$ cat src/rtl/sc_fir_pkg.sv
// Shared types and defaults for the stochastic-computing FIR sequencer.
package sc_fir_pkg;

    localparam int unsigned DefN     = 12;
    localparam int unsigned DefOrder = 18;
    localparam int unsigned DefDpLat = 2;

    typedef enum logic [2:0] {
        StIdle,
        StLoad,
        StRun,
        StDrain,
        StDone
    } state_e;

    function automatic int unsigned stream_len(input int unsigned n);
        return 32'd1 << n;
    endfunction

endpackage

$ cat src/rtl/sc_ones_counter.sv
// Counts ones on the qualified output bitstream; result saturates a full-length count to 2^N-1.
module sc_ones_counter #(
    parameter int unsigned N = 12
) (
    input  logic         clk_i,
    input  logic         rst_i,
    input  logic         clr_i,
    input  logic         en_i,
    output logic [N-1:0] result_o
);

    logic [N:0] count_q, count_d;

    always_comb begin
        count_d = count_q;
        if (clr_i) begin
            count_d = '0;
        end else if (en_i) begin
            count_d = count_q + (N+1)'(1);
        end
    end

    always_ff @(posedge clk_i or posedge rst_i) begin
        if (rst_i) begin
            count_q <= '0;
        end else begin
            count_q <= count_d;
        end
    end

    // A run counts at most 2^N ones, so the top bit alone marks the saturating case.
    assign result_o = count_q[N] ? {N{1'b1}} : count_q[N-1:0];

endmodule

$ cat src/rtl/sc_fir_sequencer.sv
// Sequences one SC FIR evaluation per sample: tap shift, RNG reseed, 2^N-cycle stream, ones count.
module sc_fir_sequencer
    import sc_fir_pkg::*;
#(
    parameter int unsigned N      = DefN,
    parameter int unsigned ORDER  = DefOrder,
    parameter int unsigned DP_LAT = DefDpLat
) (
    input  logic             clock_d,
    input  logic             reset,
    input  logic             in_valid,
    input  logic [N-1:0]     in,
    output logic             in_ready,
    output logic [ORDER*N-1:0] taps,
    output logic             seed_load,
    output logic             stream_en,
    input  logic             sc_bit,
    output logic [N-1:0]     out,
    output logic             done,
    output logic             busy,
    output logic             overrun,
    input  logic             clr_overrun
);

    localparam int unsigned StreamLen = stream_len(N);
    localparam int unsigned DrainLast = (DP_LAT > 0) ? DP_LAT - 1 : 0;

    state_e              state_q, state_d;
    logic [N-1:0]        sample_q;
    logic [ORDER*N-1:0]  taps_q, taps_d;
    logic [N-1:0]        run_cnt_q, run_cnt_d;
    logic [N-1:0]        out_q;
    logic                done_q;
    logic                overrun_q;
    logic                ones_clr;
    logic                cnt_en;
    logic [N-1:0]        ones_result;

    always_comb begin
        state_d   = state_q;
        taps_d    = taps_q;
        run_cnt_d = run_cnt_q;
        in_ready  = (state_q == StIdle);
        busy      = (state_q != StIdle);
        seed_load = 1'b0;
        stream_en = 1'b0;
        ones_clr  = 1'b0;
        unique case (state_q)
            StIdle: begin
                if (in_valid) begin
                    state_d = StLoad;
                end
            end
            StLoad: begin
                seed_load = 1'b1;
                ones_clr  = 1'b1;
                run_cnt_d = '0;
                for (int k = 1; k < ORDER; k++) begin
                    taps_d[k*N +: N] = taps_q[(k-1)*N +: N];
                end
                taps_d[N-1:0] = sample_q;
                state_d = StRun;
            end
            StRun: begin
                stream_en = 1'b1;
                run_cnt_d = run_cnt_q + N'(1);
                if (run_cnt_q == N'(StreamLen - 1)) begin
                    run_cnt_d = '0;
                    state_d   = (DP_LAT == 0) ? StDone : StDrain;
                end
            end
            StDrain: begin
                // Run counter is reused to time the datapath drain window.
                run_cnt_d = run_cnt_q + N'(1);
                if (run_cnt_q == N'(DrainLast)) begin
                    state_d = StDone;
                end
            end
            StDone: begin
                state_d = StIdle;
            end
            default: begin
                state_d = StIdle;
            end
        endcase
    end

    always_ff @(posedge clock_d or posedge reset) begin
        if (reset) begin
            state_q   <= StIdle;
            sample_q  <= '0;
            taps_q    <= '0;
            run_cnt_q <= '0;
            out_q     <= '0;
            done_q    <= 1'b0;
            overrun_q <= 1'b0;
        end else begin
            state_q   <= state_d;
            taps_q    <= taps_d;
            run_cnt_q <= run_cnt_d;
            done_q    <= (state_q == StDone);
            if (state_q == StIdle && in_valid) begin
                sample_q <= in;
            end
            // The final qualified bit is counted on the edge entering StDone.
            if (state_q == StDone) begin
                out_q <= ones_result;
            end
            if (in_valid && !in_ready) begin
                overrun_q <= 1'b1;
            end else if (clr_overrun) begin
                overrun_q <= 1'b0;
            end
        end
    end

    generate
        if (DP_LAT == 0) begin : g_no_pipe
            assign cnt_en = stream_en;
        end else begin : g_pipe
            logic [DP_LAT-1:0] pipe_q;
            always_ff @(posedge clock_d or posedge reset) begin
                if (reset) begin
                    pipe_q <= '0;
                end else begin
                    pipe_q[0] <= stream_en;
                    for (int i = 1; i < DP_LAT; i++) begin
                        pipe_q[i] <= pipe_q[i-1];
                    end
                end
            end
            assign cnt_en = pipe_q[DP_LAT-1];
        end
    endgenerate

    sc_ones_counter #(
        .N(N)
    ) u_ones_counter (
        .clk_i    (clock_d),
        .rst_i    (reset),
        .clr_i    (ones_clr),
        .en_i     (cnt_en & sc_bit),
        .result_o (ones_result)
    );

    assign taps    = taps_q;
    assign out     = out_q;
    assign done    = done_q;
    assign overrun = overrun_q;

endmodule

$ cat config.mk
export PLATFORM = sky130hd
export DESIGN_NAME = sc_fir_sequencer
export DESIGN_NICKNAME = d
export VERILOG_FILES = /design/src/rtl/sc_fir_pkg.sv /design/src/rtl/sc_ones_counter.sv /design/src/rtl/sc_fir_sequencer.sv
export SDC_FILE = /design/constraint.sdc
export NUM_CORES = 1
export LEC_CHECK = 0
export BUFFER_PORTS_ARGS = -buffer_cell sky130_fd_sc_hd__buf_2
export CAP_MARGIN = 20
export CORE_MARGIN = 1
export CORE_UTILIZATION = 54
export DETAILED_ROUTE_END_ITERATION = 8
export PLACE_DENSITY = 0.81
export SLEW_MARGIN = 20
export SYNTH_ARGS = -nofsm -noshare
export SYNTH_HDL_FRONTEND = slang
export SYNTH_HIERARCHICAL = 1
export SYNTH_SLANG_ARGS = --single-unit
$ cat constraint.sdc
create_clock -name clock_d -period 10.5 [get_ports clock_d]
set_input_delay 0.525 -clock clock_d [delete_from_list [all_inputs] [get_ports clock_d]]
set_output_delay 0.525 -clock clock_d [all_outputs]
set_load 0.03 [all_outputs]
==> out/summary.txt <==
Clk pin slew, worst setup/hold paths -> 0.06 ns
FF-to-FF path depth -> 5
Tot GR Track Use -> 20.6%
CTS buffer count -> 28
initial antenna violation count -> 0
RSZ-0062 raised after global routing -> no
Fin. Hold Viols -> 0
synth unique cells -> 46
Comb power frac -> 2.9%
Design Power -> 2.22 mW
Yosys Warn Count -> 6
largest family of logic cells by synthesized area -> multiplexers
Setup Skew -> 0.00927 ns
CP Max Fanout -> 26
detailed-route DRC error count -> 0
hold crit path type -> in -> async
adder-cell area share of the yosys netlist -> 0.330%
Post-synth EDFFs -> 0
synthesized area -> 11400 um^2
cts repair resizes -> 0
via total after detailed routing -> 6393
vias per cell -> 5.19
I/O pin count -> 251
Starting DRT DRC Count -> 252
leakage power -> 8.08 nW
Int Pwr -> 1.76 mW
routed wire length -> 22400 um
outcome -> complete, no violations
pre-CTS WS -> 7.40 ns
count leader, synth -> dfrtp_1
Seq pwr share -> 48.6%
# rows -> 52
Layout area overhead -> 21.3%
#FFs+latches synth -> 272
crit path to -> seed_load
Critical Path Source Type -> register
Most used DFF post-synth -> dfrtp_1
dpl hpwl -> 14900 um
# hold bufs at CTS -> 0
largest net degree at the start of global routing -> 130
H-tree lvl count -> 1
post-synthesis mux area share -> 30.0%
Sw Ratio -> 20.4%
maximum VDD drop -> 0.147 mV
Clk pwr share -> 48.5%
CTS tree -> yes
Crit. Startpoint -> state_q[1]
area of the multi-input gates -> 4210 um^2
Final Cycle Share -> 28.7%
slowest stage delay, CP -> 0.48 ns
CP cell instances -> or3b_4 -> clkinv_1 -> buf_4 -> buf_2
Die X -> 147 um
kind of critical path -> reg -> out
Crit Reg-Reg Endpoint -> taps[143]
Slew Limit Headroom -> 27.4%
first-pass GRT wire length -> 35800 um
Final Wtd Congestion -> 0.806
Net count, final -> 961
NetSw -> 0.453 mW
Simple-Gate Fraction of Synth Area -> 4.30%
ys async rst share -> 100%
Reg2Reg Setup Slack -> 7.52 ns
placed insts -> 1178
Overflow after GRT -> 0
ratio of total power to cell area -> 160 nW/um^2
DP Area -> 12700 um^2
post-synthesis compound-gate area fraction -> 1.46%
crit path capture type -> output pin
Root Buffer Master -> clkbuf_16
Register Area -> 6810 um^2
synth top area cells -> dfrtp_1 (60%), mux2_4 (22%), mux2_2 (7.5%), buf_8 (1.3%), buf_6 (1.2%)
number of port buffers -> 250
number of max-cap violations -> 0
cell taking the most area after synthesis -> dfrtp_1
Final WS setup -> 7.49 ns
initial core utilization -> 55.7%
Req. time, crit path -> 9.98 ns
WP data arrival -> 2.48 ns
critical path's slowest cell -> dfrtp_1
TNS Setup -> 0 ns
final slew viol count -> 0
vias in the first global route -> 6375
post-CTS setup buffers -> 0
routed len/inst -> 18.2 um
Post-Layout Cell Count -> 1232
top post-synthesis cells by count -> dfrtp_1 (272), mux2_4 (170), mux2_2 (76), nor2_1 (22)
clock buffer depth -> 3
XOR/XNOR Fraction of Synth Area -> 0.769%
Pre-Repair DR Iteration Count -> 4
min cycle time layout -> 3.01 ns
Synth top area share -> 59.8%
Achievable Freq -> 0.332 GHz
Fill cells -> 1391
ant diodes -> 0
Mapped Nets -> 704
Setup Viol. Count Final -> 0
Placeable Area -> 20400 um^2
Cells after Synth -> 684
clk sinks -> 272
worst slew pin tran -> 1.09 ns
ANT nets after route -> 0
Die Footprint -> 21700 um^2
sequential area share after synthesis -> 59.8%
Clock Latency Late Sink -> 0.53 ns
Die Ht -> 147 um
Syn Area/Cell -> 16.6 um^2
layout cell share with drive strength beyond 1 -> 59.7%
Final Instance Area -> 13800 um^2
origin of the critical flop-to-flop path -> state_q[0]
critical path: cells and delay by family (launching register included):
| family | cells | cell delay, ns |
|---|---|---|
| simple gates | 1 | 0.44 |
| buf+inv | 3 | 1.00 |
| flops | 1 | 0.48 |
per-layer routing:
layer	vias to the layer above	GRT usage, %	wire (um)
li1	2943	-	-
met4	0	5.93	551
met1	3213	28.1	9930
met3	40	5.78	1550
met5	-	0	0
met2	197	32.4	10400
stage by stage:
stage               utilization (%)  hold WS (ns)
detailed placement             62.1         0.341
CTS                            67.2        0.0676
floorplan                         -         0.331
finish                         67.6        0.0692
global placement               62.1         0.333
global route                   67.6        0.0919
state kept, by name, summed over array words and instances, names as in the netlist:
signal                  cells
done                        1
out                        12
run_cnt_q                  12
sample_q                   12
overrun                     1
u_ones_counter/count_q     13
taps                      216
g_pipe.pipe_q               2
state_q                     3
power groups by stage:
stage	sequential, mW	clock [mW]	combinational (mW)
after floorplan	1.09	0	0.0483
after global placement	1.09	0	0.0625
final	1.08	1.08	0.0631
after global routing	1.08	1.14	0.0736
after CTS	1.08	1.10	0.0645
after detailed placement	1.10	0	0.0643
layout by cell type (no fill, tap or decap), types with 3 or more instances in the layout:
cell type / count
a21oi_1: 6
buf_2: 250
buf_4: 6
bufinv_16: 4
clkbuf_16: 29
clkbuf_8: 11
dfrtp_1: 272
ha_1: 3
inv_1: 4
mux2_2: 76
mux2_4: 170
nand2_1: 8
nand3_1: 10
nand4_1: 7
nor2_1: 22
nor2b_1: 4
nor4_1: 5
o21ai_0: 7
or2_2: 12
or3_1: 6
xor2_1: 9
kinds of logic after synthesis:
family                     count (synthesis)
AOI/OAI and AO/OA                         23
buffers and inverters                     39
and+or+nand+nor                           90
xor gates and xnor gates                  10
adders and majority gates                  3
DFF                                      272
muxes                                    247
worst min-delay path by stage:
| stage | endpoint | slack, ns |
|---|---|---|
| floorplan | g_pipe.pipe_q[1] | 0.33 |
| global placement | g_pipe.pipe_q[1] | 0.33 |
| detailed placement | g_pipe.pipe_q[1] | 0.34 |
| CTS | u_ones_counter/count_q[3] | 0.07 |
| global route | u_ones_counter/count_q[1] | 0.09 |
| finish | u_ones_counter/count_q[2] | 0.07 |
layout make-up:
type	instances	share of cell area, %
well taps	270	2.45
repair buffers	259	9.94
clock inverters	9	1.12
inverters	7	0.245
multi-input cells	373	30.5
flip-flops and latches	272	49.3
clock buffers	42	6.41
Note: power is estimated with default switching activity, not from simulation.
